`config.mk`:
```
export PLATFORM = sky130hd
export DESIGN_NAME = imm_gen_unit_flat
export DESIGN_NICKNAME = d
export VERILOG_FILES = /design/src/rtl/imm_gen_unit_pkg.sv /design/src/rtl/imm_gen_unit_if.sv /design/src/rtl/imm_gen_unit_mux.sv /design/src/rtl/imm_gen_unit.sv /design/src/flat_wrapper.sv
export SDC_FILE = /design/constraint.sdc
export NUM_CORES = 1
export LEC_CHECK = 0
export CELL_PAD_IN_SITES_DETAIL_PLACEMENT = 0
export CELL_PAD_IN_SITES_GLOBAL_PLACEMENT = 1
export CORE_ASPECT_RATIO = 0.8
export CORE_MARGIN = 2
export CORE_UTILIZATION = 19
export DETAILED_ROUTE_END_ITERATION = 12
export PLACE_DENSITY_LB_ADDON = 0.08
export SYNTH_ARGS = -nofsm -noshare
export SYNTH_HDL_FRONTEND = slang
export SYNTH_SLANG_ARGS = --single-unit
```
`constraint.sdc`:
```
create_clock -name clk -period 1.5 [get_ports clk]
set_clock_uncertainty 0.15 [all_clocks]
set_input_delay 0.225 -clock clk [delete_from_list [all_inputs] [get_ports clk]]
set_output_delay 0.225 -clock clk [all_outputs]
set_load 0.01 [all_outputs]
```
`src/rtl/imm_gen_unit_pkg.sv`:
```
// imm_gen_unit_pkg: shared immediate-format encodings and width constants
package imm_gen_unit_pkg;

    localparam int INST_W = 25;
    localparam int XLEN   = 32;

    typedef enum logic [2:0] {
        IMM_I = 3'b000,
        IMM_S = 3'b001,
        IMM_B = 3'b010,
        IMM_U = 3'b101,
        IMM_J = 3'b110
    } imm_src_t;

    function automatic logic imm_src_valid(input logic [2:0] s);
        return (s == IMM_I) || (s == IMM_S) || (s == IMM_B) || (s == IMM_U) || (s == IMM_J);
    endfunction

endpackage

```
`src/rtl/imm_gen_unit_if.sv`:
```
// imm_gen_unit_if: decoder-to-immediate-generator bundle
interface imm_gen_unit_if;
    import imm_gen_unit_pkg::*;

    logic [INST_W-1:0] Inst;
    logic [2:0]        ImmSrc;
    logic [XLEN-1:0]   ImmExt;
    logic              ImmErr;

    modport master (output Inst, output ImmSrc, input ImmExt, input ImmErr);
    modport slave  (input Inst, input ImmSrc, output ImmExt, output ImmErr);

endinterface

```
`src/rtl/imm_gen_unit_mux.sv`:
```
// imm_gen_mux: combinational RV32I immediate format selection and sign extension
module imm_gen_mux
    import imm_gen_unit_pkg::*;
(
    input  logic [INST_W-1:0] inst,
    input  logic [2:0]        imm_src,
    output logic [XLEN-1:0]   imm_ext
);

    // inst[24] is instr[31], the sign bit for every format; undefined selects give zero
    always_comb begin
        imm_ext = (imm_src == IMM_I) ? {{20{inst[24]}}, inst[24:13]} :
                  (imm_src == IMM_S) ? {{20{inst[24]}}, inst[24:18], inst[4:0]} :
                  (imm_src == IMM_B) ? {{19{inst[24]}}, inst[24], inst[0], inst[23:18], inst[4:1], 1'b0} :
                  (imm_src == IMM_U) ? {inst[24:5], 12'b0} :
                  (imm_src == IMM_J) ? {{11{inst[24]}}, inst[24], inst[12:5], inst[13], inst[23:14], 1'b0} :
                  '0;
    end

endmodule

```
`src/rtl/imm_gen_unit.sv`:
```
// imm_gen_unit: immediate generator with sticky undefined-select flag; IMM_GEN_OUT_REG_EN registers ImmExt
module imm_gen_unit
    import imm_gen_unit_pkg::*;
(
    input  logic          clk,
    input  logic          rst_n,
    imm_gen_unit_if.slave bus
);

    logic [XLEN-1:0] ext_d;
    logic            err_d;
    logic            err_q;

    imm_gen_mux u_mux (
        .inst    (bus.Inst),
        .imm_src (bus.ImmSrc),
        .imm_ext (ext_d)
    );

    // the error flag only ever sets; reset is the sole way to clear it
    always_comb begin
        err_d = err_q | ~imm_src_valid(bus.ImmSrc);
    end

    // sticky error flag register
    always_ff @(posedge clk or negedge rst_n) begin
        if (!rst_n) err_q <= 1'b0;
        else        err_q <= err_d;
    end

    assign bus.ImmErr = err_q;

`ifdef IMM_GEN_OUT_REG_EN
    logic [XLEN-1:0] ext_q;

    // optional output register for timing closure downstream
    always_ff @(posedge clk or negedge rst_n) begin
        if (!rst_n) ext_q <= '0;
        else        ext_q <= ext_d;
    end

    assign bus.ImmExt = ext_q;
`else
    assign bus.ImmExt = ext_d;
`endif

endmodule

```
`src/flat_wrapper.sv`:
```
// flat-port wrapper written by rule: the top's interface ports become plain ports
module imm_gen_unit_flat import imm_gen_unit_pkg::*;
  (clk, rst_n, bus_Inst, bus_ImmSrc, bus_ImmExt, bus_ImmErr);
  imm_gen_unit_if bus_i ();
  input  logic clk;
  input  logic rst_n;
  input wire logic [$bits(bus_i.Inst)-1:0] bus_Inst;
  input wire logic [$bits(bus_i.ImmSrc)-1:0] bus_ImmSrc;
  output wire logic [$bits(bus_i.ImmExt)-1:0] bus_ImmExt;
  output wire logic [$bits(bus_i.ImmErr)-1:0] bus_ImmErr;
  assign bus_i.Inst = bus_Inst;
  assign bus_i.ImmSrc = bus_ImmSrc;
  assign bus_ImmExt = bus_i.ImmExt;
  assign bus_ImmErr = bus_i.ImmErr;
  imm_gen_unit u_core (.clk(clk), .rst_n(rst_n), .bus(bus_i));
endmodule
```
* Word-level counts from Yosys, hierarchy flattened
Cells that the tools add are included.
** Cells by class
- Equality and inequality tests :: 4
- Muxes and demuxes :: 5
- Bitwise logic cells :: 2
- Reductions and logical operators :: 5
** Operators with widths (count)
- 32-bit 2-to-1 mux :: 5
- 3-bit == test (second input constant) :: 2
- 1-bit logical OR :: 4
- 3-bit by 1-bit == test with 1-bit output (second input constant) :: 1
- 3-bit by 2-bit == test with 1-bit output (second input constant) :: 1
- 3-bit logical NOT :: 1
- 1-bit inverter :: 1
- 1-bit OR :: 1
** Word-level totals
- Register bits after elaboration :: 1
- Input port bits :: 30
- Output and inout port bits :: 33
- Word-level logic and storage cells :: 17

* Depth between registers and ports, before layout
Gate-level depths: netlist (run 1).
- Depth in word-level cells :: 7
- Depth in mapped cells :: 5
- Gate-level depth less buffers :: 2

* By module
From an unflattened synthesis (run 1), not the netlist that was laid out.
** Unflattened totals
- Cell total of the unflattened synthesis :: 89
- Area total of the unflattened synthesis :: 701.9 um2
** Modules (own cells, without submodules)
- imm_gen_mux :: instances 1, cells an instance 85, area an instance 660.6 um2, sequential area each 0.0 um2
- imm_gen_unit :: instances 1, cells an instance 4, area an instance 41.3 um2, sequential area each 25.0 um2

* Least setup slack after synthesis (run 1)
OpenSTA, ideal clock, no wires.
- Path kind :: input-to-output
- From :: in bus_ImmSrc[2]
- To :: out bus_ImmExt[20]
- Arrival time :: 1.000 ns
- Required time :: 1.125 ns
- Path slack :: 0.125 ns
- Cell stages on the path :: 5
- Buffers on the path :: 3
- Cell sequence :: buf_2 buf_6 buf_4 nand3_1 o211ai_1
** On the way
- Longest elaborated chain between the ends :: 6
- Elaborated cells on any way between the ends :: 10
- Those cells by class :: eq/ne (4); mux (5); reduce/logical (1)
** RTL lines
- from (decl) :: line flat_wrapper.sv:8 : input wire logic [$bits(bus_i.ImmSrc)-1:0] bus_ImmSrc;
- 3-bit == test :: line imm_gen_unit_mux.sv:16 : (imm_src == IMM_J) ? {{11{inst[24]}}, inst[24], inst[12:5], inst[13], inst[23:14], 1'b0} :
- 32-bit 2-to-1 mux :: line imm_gen_unit_mux.sv:16
- 32-bit 2-to-1 mux :: line imm_gen_unit_mux.sv:15 : (imm_src == IMM_U) ? {inst[24:5], 12'b0} :
- 32-bit 2-to-1 mux :: line imm_gen_unit_mux.sv:14 : (imm_src == IMM_B) ? {{19{inst[24]}}, inst[24], inst[0], inst[23:18], inst[4:1], 1'b0} :
- 32-bit 2-to-1 mux :: line imm_gen_unit_mux.sv:13 : (imm_src == IMM_S) ? {{20{inst[24]}}, inst[24:18], inst[4:0]} :
- 32-bit 2-to-1 mux * :: line imm_gen_unit_mux.sv:12 : imm_ext = (imm_src == IMM_I) ? {{20{inst[24]}}, inst[24:13]} :
- to (decl) :: line flat_wrapper.sv:9 : output wire logic [$bits(bus_i.ImmExt)-1:0] bus_ImmExt;
Every way passes the cells marked *; elsewhere a longest branch is shown, timed or not.

* Worst setup path in the final report (run 1)
- From :: in bus_ImmSrc[0]
- To :: out bus_ImmExt[2]
Same word-level chain as after synthesis.

==> load_flow_metrics.sql, run 1 <==
INSERT INTO impl_metrics (metric_group, metric, value, unit) VALUES
('global_routing', 'first_pass_grt_wire_length', '4390', 'µm'),
('power', 'power_density', '315', 'nW/µm²'),
('synthesis', 'synth-main-ff-cell', 'sky130_fd_sc_hd__dfrtp_1', ''),
('drt', 'wl_per_cell', '13.1', 'µm'),
('die', 'top_ports', '63', ''),
('die', 'floorplan.die.width', '70.6', 'µm'),
('setup_path', 'r2r_cells', '1', ''),
('setup_path', 'crit_type', 'input pin to output pin', ''),
('setup_path', 'worst_ep_required_time', '1.12', 'ns'),
('global_routing', 'maximum_number_of_pins_on_one_net_before_global_route_repair', '15', ''),
('synthesis', 'avgSynthCellArea', '7.84', 'µm²'),
('setup_path', 'critical_path_buf_inv_count', '2', ''),
('sta', 'worst-slew-pin-transition', '0.254', 'ns'),
('place', 'place_ws', '-0.953', 'ns'),
('cts', 'cts.clk_slew.worst_paths', '0', 'ns'),
('synthesis', 'post_synthesis_cell_count', '86', ''),
('setup_path', 'endpoint_kind', 'output pin', ''),
('sta', 'rsz0062_at_grt', 'yes', ''),
('layout', 'layout.cells.non_filler', '210', ''),
('synthesis', 'number_of_flip_flops_and_latches_in_the_synthesized_netlist', '1', ''),
('drt', 'vias_per_cell', '4.83', ''),
('global_routing', 'grt_pass1_vias', '898', ''),
('die', 'initial_utilization', '19.7', '%'),
('place', 'dpl_wire_length', '2000', 'µm'),
('layout', 'synthToLayoutAreaGrowth', '111', '%'),
('setup_path', 'flop2flop_setup_slack', '0.61', 'ns'),
('outcome', 'status', 'finished with violations', ''),
('synthesis', 'yosys.cell_types.count', '25', ''),
('layout', 'largest_register_ffs', '1', ''),
('place', 'io_buffer_count', '62', ''),
('sta', 'setup_violations', '6', ''),
('sta', 'hold_ws', '0.225', 'ns'),
('global_routing', 'globalRouteOverflowTotal', '0', ''),
('setup_path', 'path_delay_family', 'simple AND/OR/NAND/NOR gates', ''),
('sta', 'post-route-period-util', '105', '%'),
('setup_path', 'timing.critical_path.cells', 'clkbuf_4 > or4b_4 > o211ai_1 > buf_2', ''),
('sta', 'final.min_clock_period', '1.58', 'ns'),
('min_path', 'hold_class', 'input pin to asynchronous set/reset pin', ''),
('setup_path', 'worst_r2r_startpoint', 'u_core.bus.ImmErr$_DFF_PN0_', ''),
('die', 'core_area', '3420', 'µm²'),
('global_routing', 'grt_use_total', '12.8', '%'),
('drt', 'drt_pre_antenna_iters', '4', ''),
('layout', 'layout-drive-gt1-share', '48.8', '%'),
('setup_path', 'path_depth', '4', ''),
('layout', 'nNetsFinal', '200', ''),
('sta', 'finalWorstSetupSlack', '-0.0790', 'ns'),
('setup_path', 'crit_path_max_fanout', '12', ''),
('job', 'max_capacitance_violation_count', '0', ''),
('drt', 'detail_route.iter0.violations', '58', ''),
('sta', 'report.final.hold_viol_count', '0', ''),
('drt', 'vias', '1014', ''),
('drt', 'post_route_ant_nets', '0', ''),
('setup_path', 'worst_ep_arrival_time', '1.20', 'ns'),
('cts', 'worstSkewPairLatency', '0', 'ns'),
('synthesis', 'postSynthNetCount', '116', ''),
('power', 'power.ir.vdd_worst', '181', 'µV'),
('synthesis', 'synth-async-reset-ratio', '100', '%'),
('sta', 'totalNegativeSetupSlack', '-0.284', 'ns'),
('setup_path', 'timing.rr.end', 'u_core.bus.ImmErr$_DFF_PN0_', ''),
('layout', 'num_antenna_cells', '0', ''),
('synthesis', 'netlist_area', '674', 'µm²'),
('sta', 'timing.fmax', '0.633', 'GHz'),
('power', 'leakagePower', '0.699', 'nW'),
('sta', 'report.final.slew_viol_count', '0', ''),
('global_routing', 'initial_antenna_violation_count', '0', ''),
('layout', 'fill_cells', '371', ''),
('outcome', 'violations', 'negative setup slack', ''),
('cts', 'ctsHoldBuffers', '0', ''),
('die', 'die_area', '4040', 'µm²'),
('drt', 'postRouteWirelength', '2760', 'µm'),
('setup_path', 'crit_path_start_kind', 'input pin', ''),
('drt', 'drcViolationCount', '0', ''),
('synthesis', 'synth-seq-area-share', '3.71', '%'),
('layout', 'post-route-util', '41.6', '%'),
('setup_path', 'maximum_cell_stage_delay_along_the_critical_path', '0.54', 'ns'),
('place', 'gpl.final_weighted_congestion', '0.676', ''),
('die', 'num_rows', '19', ''),
('place', 'placed_cells_incl_taps', '198', ''),
('synthesis', 'synth_enable_flop_cells', '0', ''),
('sta', 'max-slew-margin-rel', '83.0', '%'),
('die', 'die_h', '57.3', 'µm'),
('setup_path', 'slowest_stage', 'sky130_fd_sc_hd__or4b_4', ''),
('synthesis', 'synth.yosys.warnings', '0', '');
## cell families after synthesis
| family | Yosys count | synth area share (%) |
|---|---|---|
| simple gates | 30 | 31.9 |
| mux | 7 | 10.4 |
| compound gates | 35 | 41.2 |
| flops | 1 | 3.71 |
| buf+inv | 13 | 12.8 |
## metrics by stage
step / power (mW) / cell area, µm²
6_report: 0.449 / 1430
5_1_grt: 0.488 / 1430
4_1_cts: 0.440 / 1370
3_5_place_dp: 0.477 / 1420
3_3_place_gp: 0.477 / 1420
2_1_floorplan: 0.212 / 674
## cells in the mapped netlist (2+ instances only)
cell type	instances	area [µm²]
sky130_fd_sc_hd__nand3_1	11	55.1
sky130_fd_sc_hd__nand4bb_1	2	22.5
sky130_fd_sc_hd__buf_6	2	22.5
sky130_fd_sc_hd__o211ai_2	9	113
sky130_fd_sc_hd__and2_1	6	37.5
sky130_fd_sc_hd__o21ai_0	8	40.0
sky130_fd_sc_hd__or4b_1	4	40.0
sky130_fd_sc_hd__buf_4	5	37.5
sky130_fd_sc_hd__mux2i_1	7	70.1
sky130_fd_sc_hd__o211ai_1	6	45.0
sky130_fd_sc_hd__a21oi_1	8	40.0
sky130_fd_sc_hd__buf_2	3	15.0
sky130_fd_sc_hd__or4bb_1	2	22.5
sky130_fd_sc_hd__clkbuf_1	2	7.51
## worst max-delay path by stage
stage,from,endpoint
after floorplan,bus_ImmSrc[2],bus_ImmExt[20]
after global placement,bus_ImmSrc[0],bus_ImmExt[2]
after detailed placement,bus_ImmSrc[0],bus_ImmExt[2]
after CTS,bus_ImmSrc[2],bus_ImmExt[2]
after global routing,bus_ImmSrc[1],bus_ImmExt[2]
final,bus_ImmSrc[0],bus_ImmExt[2]
## cells in the final DEF, fill, tap and decap left out
master,synthesis,layout
sky130_fd_sc_hd__buf_6,2,13
sky130_fd_sc_hd__o211ai_2,9,9
sky130_fd_sc_hd__or4bb_1,2,2
sky130_fd_sc_hd__nand3b_1,1,1
sky130_fd_sc_hd__a211o_1,1,1
sky130_fd_sc_hd__buf_8,0,1
sky130_fd_sc_hd__or4b_1,4,3
sky130_fd_sc_hd__buf_2,3,33
sky130_fd_sc_hd__nand3_1,11,11
sky130_fd_sc_hd__clkbuf_4,0,1
sky130_fd_sc_hd__o211ai_1,6,6
sky130_fd_sc_hd__nand2b_1,1,1
sky130_fd_sc_hd__dlymetal6s2s_1,0,3
sky130_fd_sc_hd__dfrtp_1,1,1
sky130_fd_sc_hd__or3b_4,1,2
sky130_fd_sc_hd__a21oi_2,0,1
sky130_fd_sc_hd__and2_1,6,6
sky130_fd_sc_hd__o2bb2ai_4,0,1
sky130_fd_sc_hd__o21ai_2,1,1
sky130_fd_sc_hd__buf_4,5,18
sky130_fd_sc_hd__inv_1,1,1
sky130_fd_sc_hd__a211oi_1,1,1
sky130_fd_sc_hd__mux2i_1,7,7
sky130_fd_sc_hd__dlygate4sd2_1,0,6
sky130_fd_sc_hd__a21oi_1,8,7
sky130_fd_sc_hd__buf_12,0,1
sky130_fd_sc_hd__nor3_1,1,1
sky130_fd_sc_hd__or4b_4,0,1
sky130_fd_sc_hd__nand4bb_1,2,2
sky130_fd_sc_hd__nor3b_1,1,1
sky130_fd_sc_hd__o21ai_0,8,8
sky130_fd_sc_hd__clkdlybuf4s50_1,0,17
## power by group
part	total, mW	internal [mW]	switching (mW)
clock	0	0	0
sequential	0.0275	0.0275	0.000000000470
combinational	0.422	0.232	0.190
total	0.449	0.259	0.190
## final cells by class
type                       count  area, µm²  area share [%]
timing repair buffer          93        749            52.6
multi-input combinational     73        594            41.7
tap                           42       52.6            3.69
sequential                     1       25.0            1.76
inverter                       1       3.75           0.263
## routing by layer
layer / GRT usage, % / vias to the layer above / wire length [µm]
met5: 0 / - / 0
met4: 0.809 / 0 / 14
met3: 0.883 / 2 / 151
met2: 19.5 / 35 / 1220
met1: 20.4 / 470 / 1380
li1: - / 507 / -
## what timing repair did
item / 4_1_cts / 5_1_grt
gates resized for setup: 167 / 14
setup buffers: 5 / 4
gates cloned: 2 / 1
hold endpoints to repair: 0 / 0
pin swaps: 20 / 14
setup endpoints to repair: 33 / 26
Power figures use the tool's default switching activity.
==> run 2, diff against run 1 <==
Settings changed: CORE_UTILIZATION 19 to 17.
Clock period 1.5 ns to 1.3 ns, I/O delays scaled along.
==> run 2 against run 1 <==
Net effect:
- cell area up 23%
- core utilization up 4.4 points
- routed wire length up 15%
- largest power group unchanged
- the flow still finishes with violations (negative setup slack)
- sequential share of layout area down 0.33 points
- critical endpoint is now bus_ImmExt[20]
==> load_flow_metrics.sql, run 2 (synthesized netlist as in run 1, its figures left out) <==
INSERT INTO impl_metrics (metric_group, metric, value, unit) VALUES
('outcome', 'status', 'finished with violations', ''),
('outcome', 'violations', 'negative setup slack', ''),
('layout', 'fill_cells', '391', ''),
('layout', 'layout-drive-gt1-share', '61.7', '%'),
('sta', 'rsz0062_at_grt', 'yes', ''),
('global_routing', 'globalRouteOverflowTotal', '0', ''),
('die', 'top_ports', '63', ''),
('die', 'die_area', '4490', 'µm²'),
('sta', 'report.final.hold_viol_count', '0', ''),
('global_routing', 'grt_pass1_vias', '997', ''),
('setup_path', 'crit_type', 'input pin to output pin', ''),
('layout', 'final_cell_mix', 'sky130_fd_sc_hd__buf_4 (25), sky130_fd_sc_hd__buf_2 (25), sky130_fd_sc_hd__buf_6 (24)', ''),
('drt', 'vias', '1071', ''),
('place', 'dpl_wire_length', '2120', 'µm'),
('job', 'max_capacitance_violation_count', '0', ''),
('layout', 'largest_register_ffs', '1', ''),
('setup_path', 'timing.critical_path.mode_cell', 'sky130_fd_sc_hd__buf_6', ''),
('die', 'floorplan.die.width', '74.4', 'µm'),
('layout', 'post-route-util', '46.0', '%'),
('setup_path', 'path_delay_family', 'buffers and inverters', ''),
('sta', 'max-slew-margin-rel', '80.3', '%'),
('setup_path', 'crit_path_start_kind', 'input pin', ''),
('setup_path', 'crit_path_max_fanout', '7', ''),
('drt', 'detail_route.iter0.violations', '40', ''),
('setup_path', 'critical_path_buf_inv_count', '4', ''),
('cts', 'cts.clk_slew.worst_paths', '0', 'ns'),
('drt', 'vias_per_cell', '4.50', ''),
('global_routing', 'grt_use_total', '13.5', '%'),
('sta', 'timing.fmax', '0.633', 'GHz'),
('die', 'num_rows', '20', ''),
('setup_path', 'endpoint_kind', 'output pin', ''),
('drt', 'drcViolationCount', '0', ''),
('sta', 'worst-slew-pin-transition', '0.296', 'ns'),
('layout', 'fin_area', '1750', 'µm²'),
('setup_path', 'maximum_cell_stage_delay_along_the_critical_path', '0.43', 'ns'),
('power', 'power.ir.vdd_worst', '175', 'µV'),
('sta', 'setup_violations', '32', ''),
('global_routing', 'maximum_number_of_pins_on_one_net_before_global_route_repair', '13', ''),
('sta', 'post-route-period-util', '122', '%'),
('power', 'power_density', '376', 'nW/µm²'),
('drt', 'post_route_ant_nets', '0', ''),
('place', 'place_ws', '-1.10', 'ns'),
('layout', 'synthToLayoutAreaGrowth', '160', '%'),
('min_path', 'hold_class', 'input pin to asynchronous set/reset pin', ''),
('layout', 'nNetsFinal', '215', ''),
('setup_path', 'timing.critical_path.cells', 'buf_6 > buf_6 > buf_6 > or3b_4 > o211ai_1 > buf_2', ''),
('layout', 'num_antenna_cells', '0', ''),
('setup_path', 'slowest_stage', 'sky130_fd_sc_hd__or3b_4', ''),
('die', 'initial_utilization', '17.7', '%'),
('place', 'io_buffer_count', '62', ''),
('sta', 'report.final.slew_viol_count', '0', ''),
('global_routing', 'first_pass_grt_wire_length', '4890', 'µm'),
('setup_path', 'worst_ep_arrival_time', '1.24', 'ns'),
('drt', 'postRouteWirelength', '3160', 'µm'),
('setup_path', 'worst_ep_required_time', '0.95', 'ns'),
('drt', 'wl_per_cell', '13.3', 'µm'),
('die', 'core_area', '3800', 'µm²'),
('sta', 'finalWorstSetupSlack', '-0.280', 'ns'),
('drt', 'drt_pre_antenna_iters', '4', ''),
('sta', 'final.min_clock_period', '1.58', 'ns'),
('power', 'leakagePower', '0.808', 'nW'),
('global_routing', 'initial_antenna_violation_count', '0', ''),
('die', 'die_h', '60.3', 'µm'),
('place', 'dpl_cell_area', '1450', 'µm²'),
('cts', 'worstSkewPairLatency', '0', 'ns'),
('place', 'gpl.final_weighted_congestion', '0.691', '');
-- run 2: per-stage QoR --
| step | TNS [ns] | instances | power, mW | hold slack, ns |
|---|---|---|---|---|
| 2_1_floorplan | 0 | 86 | 0.253 | -0.251 |
| 3_3_place_gp | -31.94 | 212 | 0.558 | 0.194 |
| 3_5_place_dp | -33.10 | 212 | 0.558 | 0.198 |
| 4_1_cts | -7.46 | 237 | 0.606 | 0.198 |
| 5_1_grt | -8.49 | 238 | 0.705 | 0.203 |
| 6_report | -6.95 | 238 | 0.658 | 0.195 |
-- run 2: power by group --
| part | switching [mW] | leakage, nW | internal [mW] |
|---|---|---|---|
| combinational | 0.261 | 0.799 | 0.366 |
| sequential | 0.000000000479 | 0.00875 | 0.0317 |
| clock | 0 | 0 | 0 |
| total | 0.261 | 0.808 | 0.397 |
-- run 2: routing by layer --
layer / part of all wire [%] / global-route usage [%] / vias to the layer above
li1: - / - / 543
met1: 45 / 19.4 / 496
met2: 48 / 23.4 / 32
met3: 6.2 / 1.33 / 0
met4: 0 / 0 / 0
met5: 0 / 0 / -
-- run 2: area by class of cell --
cell class              count  area, µm²  share of cell area, %
inverters                   1       3.75                  0.214
multi-input cells          73        676                   38.6
flip-flops and latches      1       25.0                   1.43
well taps                  55       68.8                   3.93
repair buffers            108        977                   55.8
-- run 2: worst paths after layout --
check / startpoint / end / slack (ns) / cells past startpoint
setup reg to reg: u_core.bus.ImmErr$_DFF_PN0_ / u_core.bus.ImmErr$_DFF_PN0_ / 0.41 / 1
min in group clk: u_core.bus.ImmErr$_DFF_PN0_ / u_core.bus.ImmErr$_DFF_PN0_ / 0.31 / 1
hold / removal: rst_n / u_core.bus.ImmErr$_DFF_PN0_ / 0.20 / 1
setup / recovery: bus_ImmSrc[1] / bus_ImmExt[20] / -0.28 / 6
max in group asynchronous: rst_n / u_core.bus.ImmErr$_DFF_PN0_ / 0.71 / 1
hold reg to reg: u_core.bus.ImmErr$_DFF_PN0_ / u_core.bus.ImmErr$_DFF_PN0_ / 0.31 / 1
-- run 2: what timing repair did --
item                                    in CTS  in global routing
pin swaps                                   27                  9
buffers inserted                            23                  2
hold buffers                                 0                  0
endpoints found under the setup margin      33                 33
gates resized for setup                    192                 30
gates cloned                                 2                  0
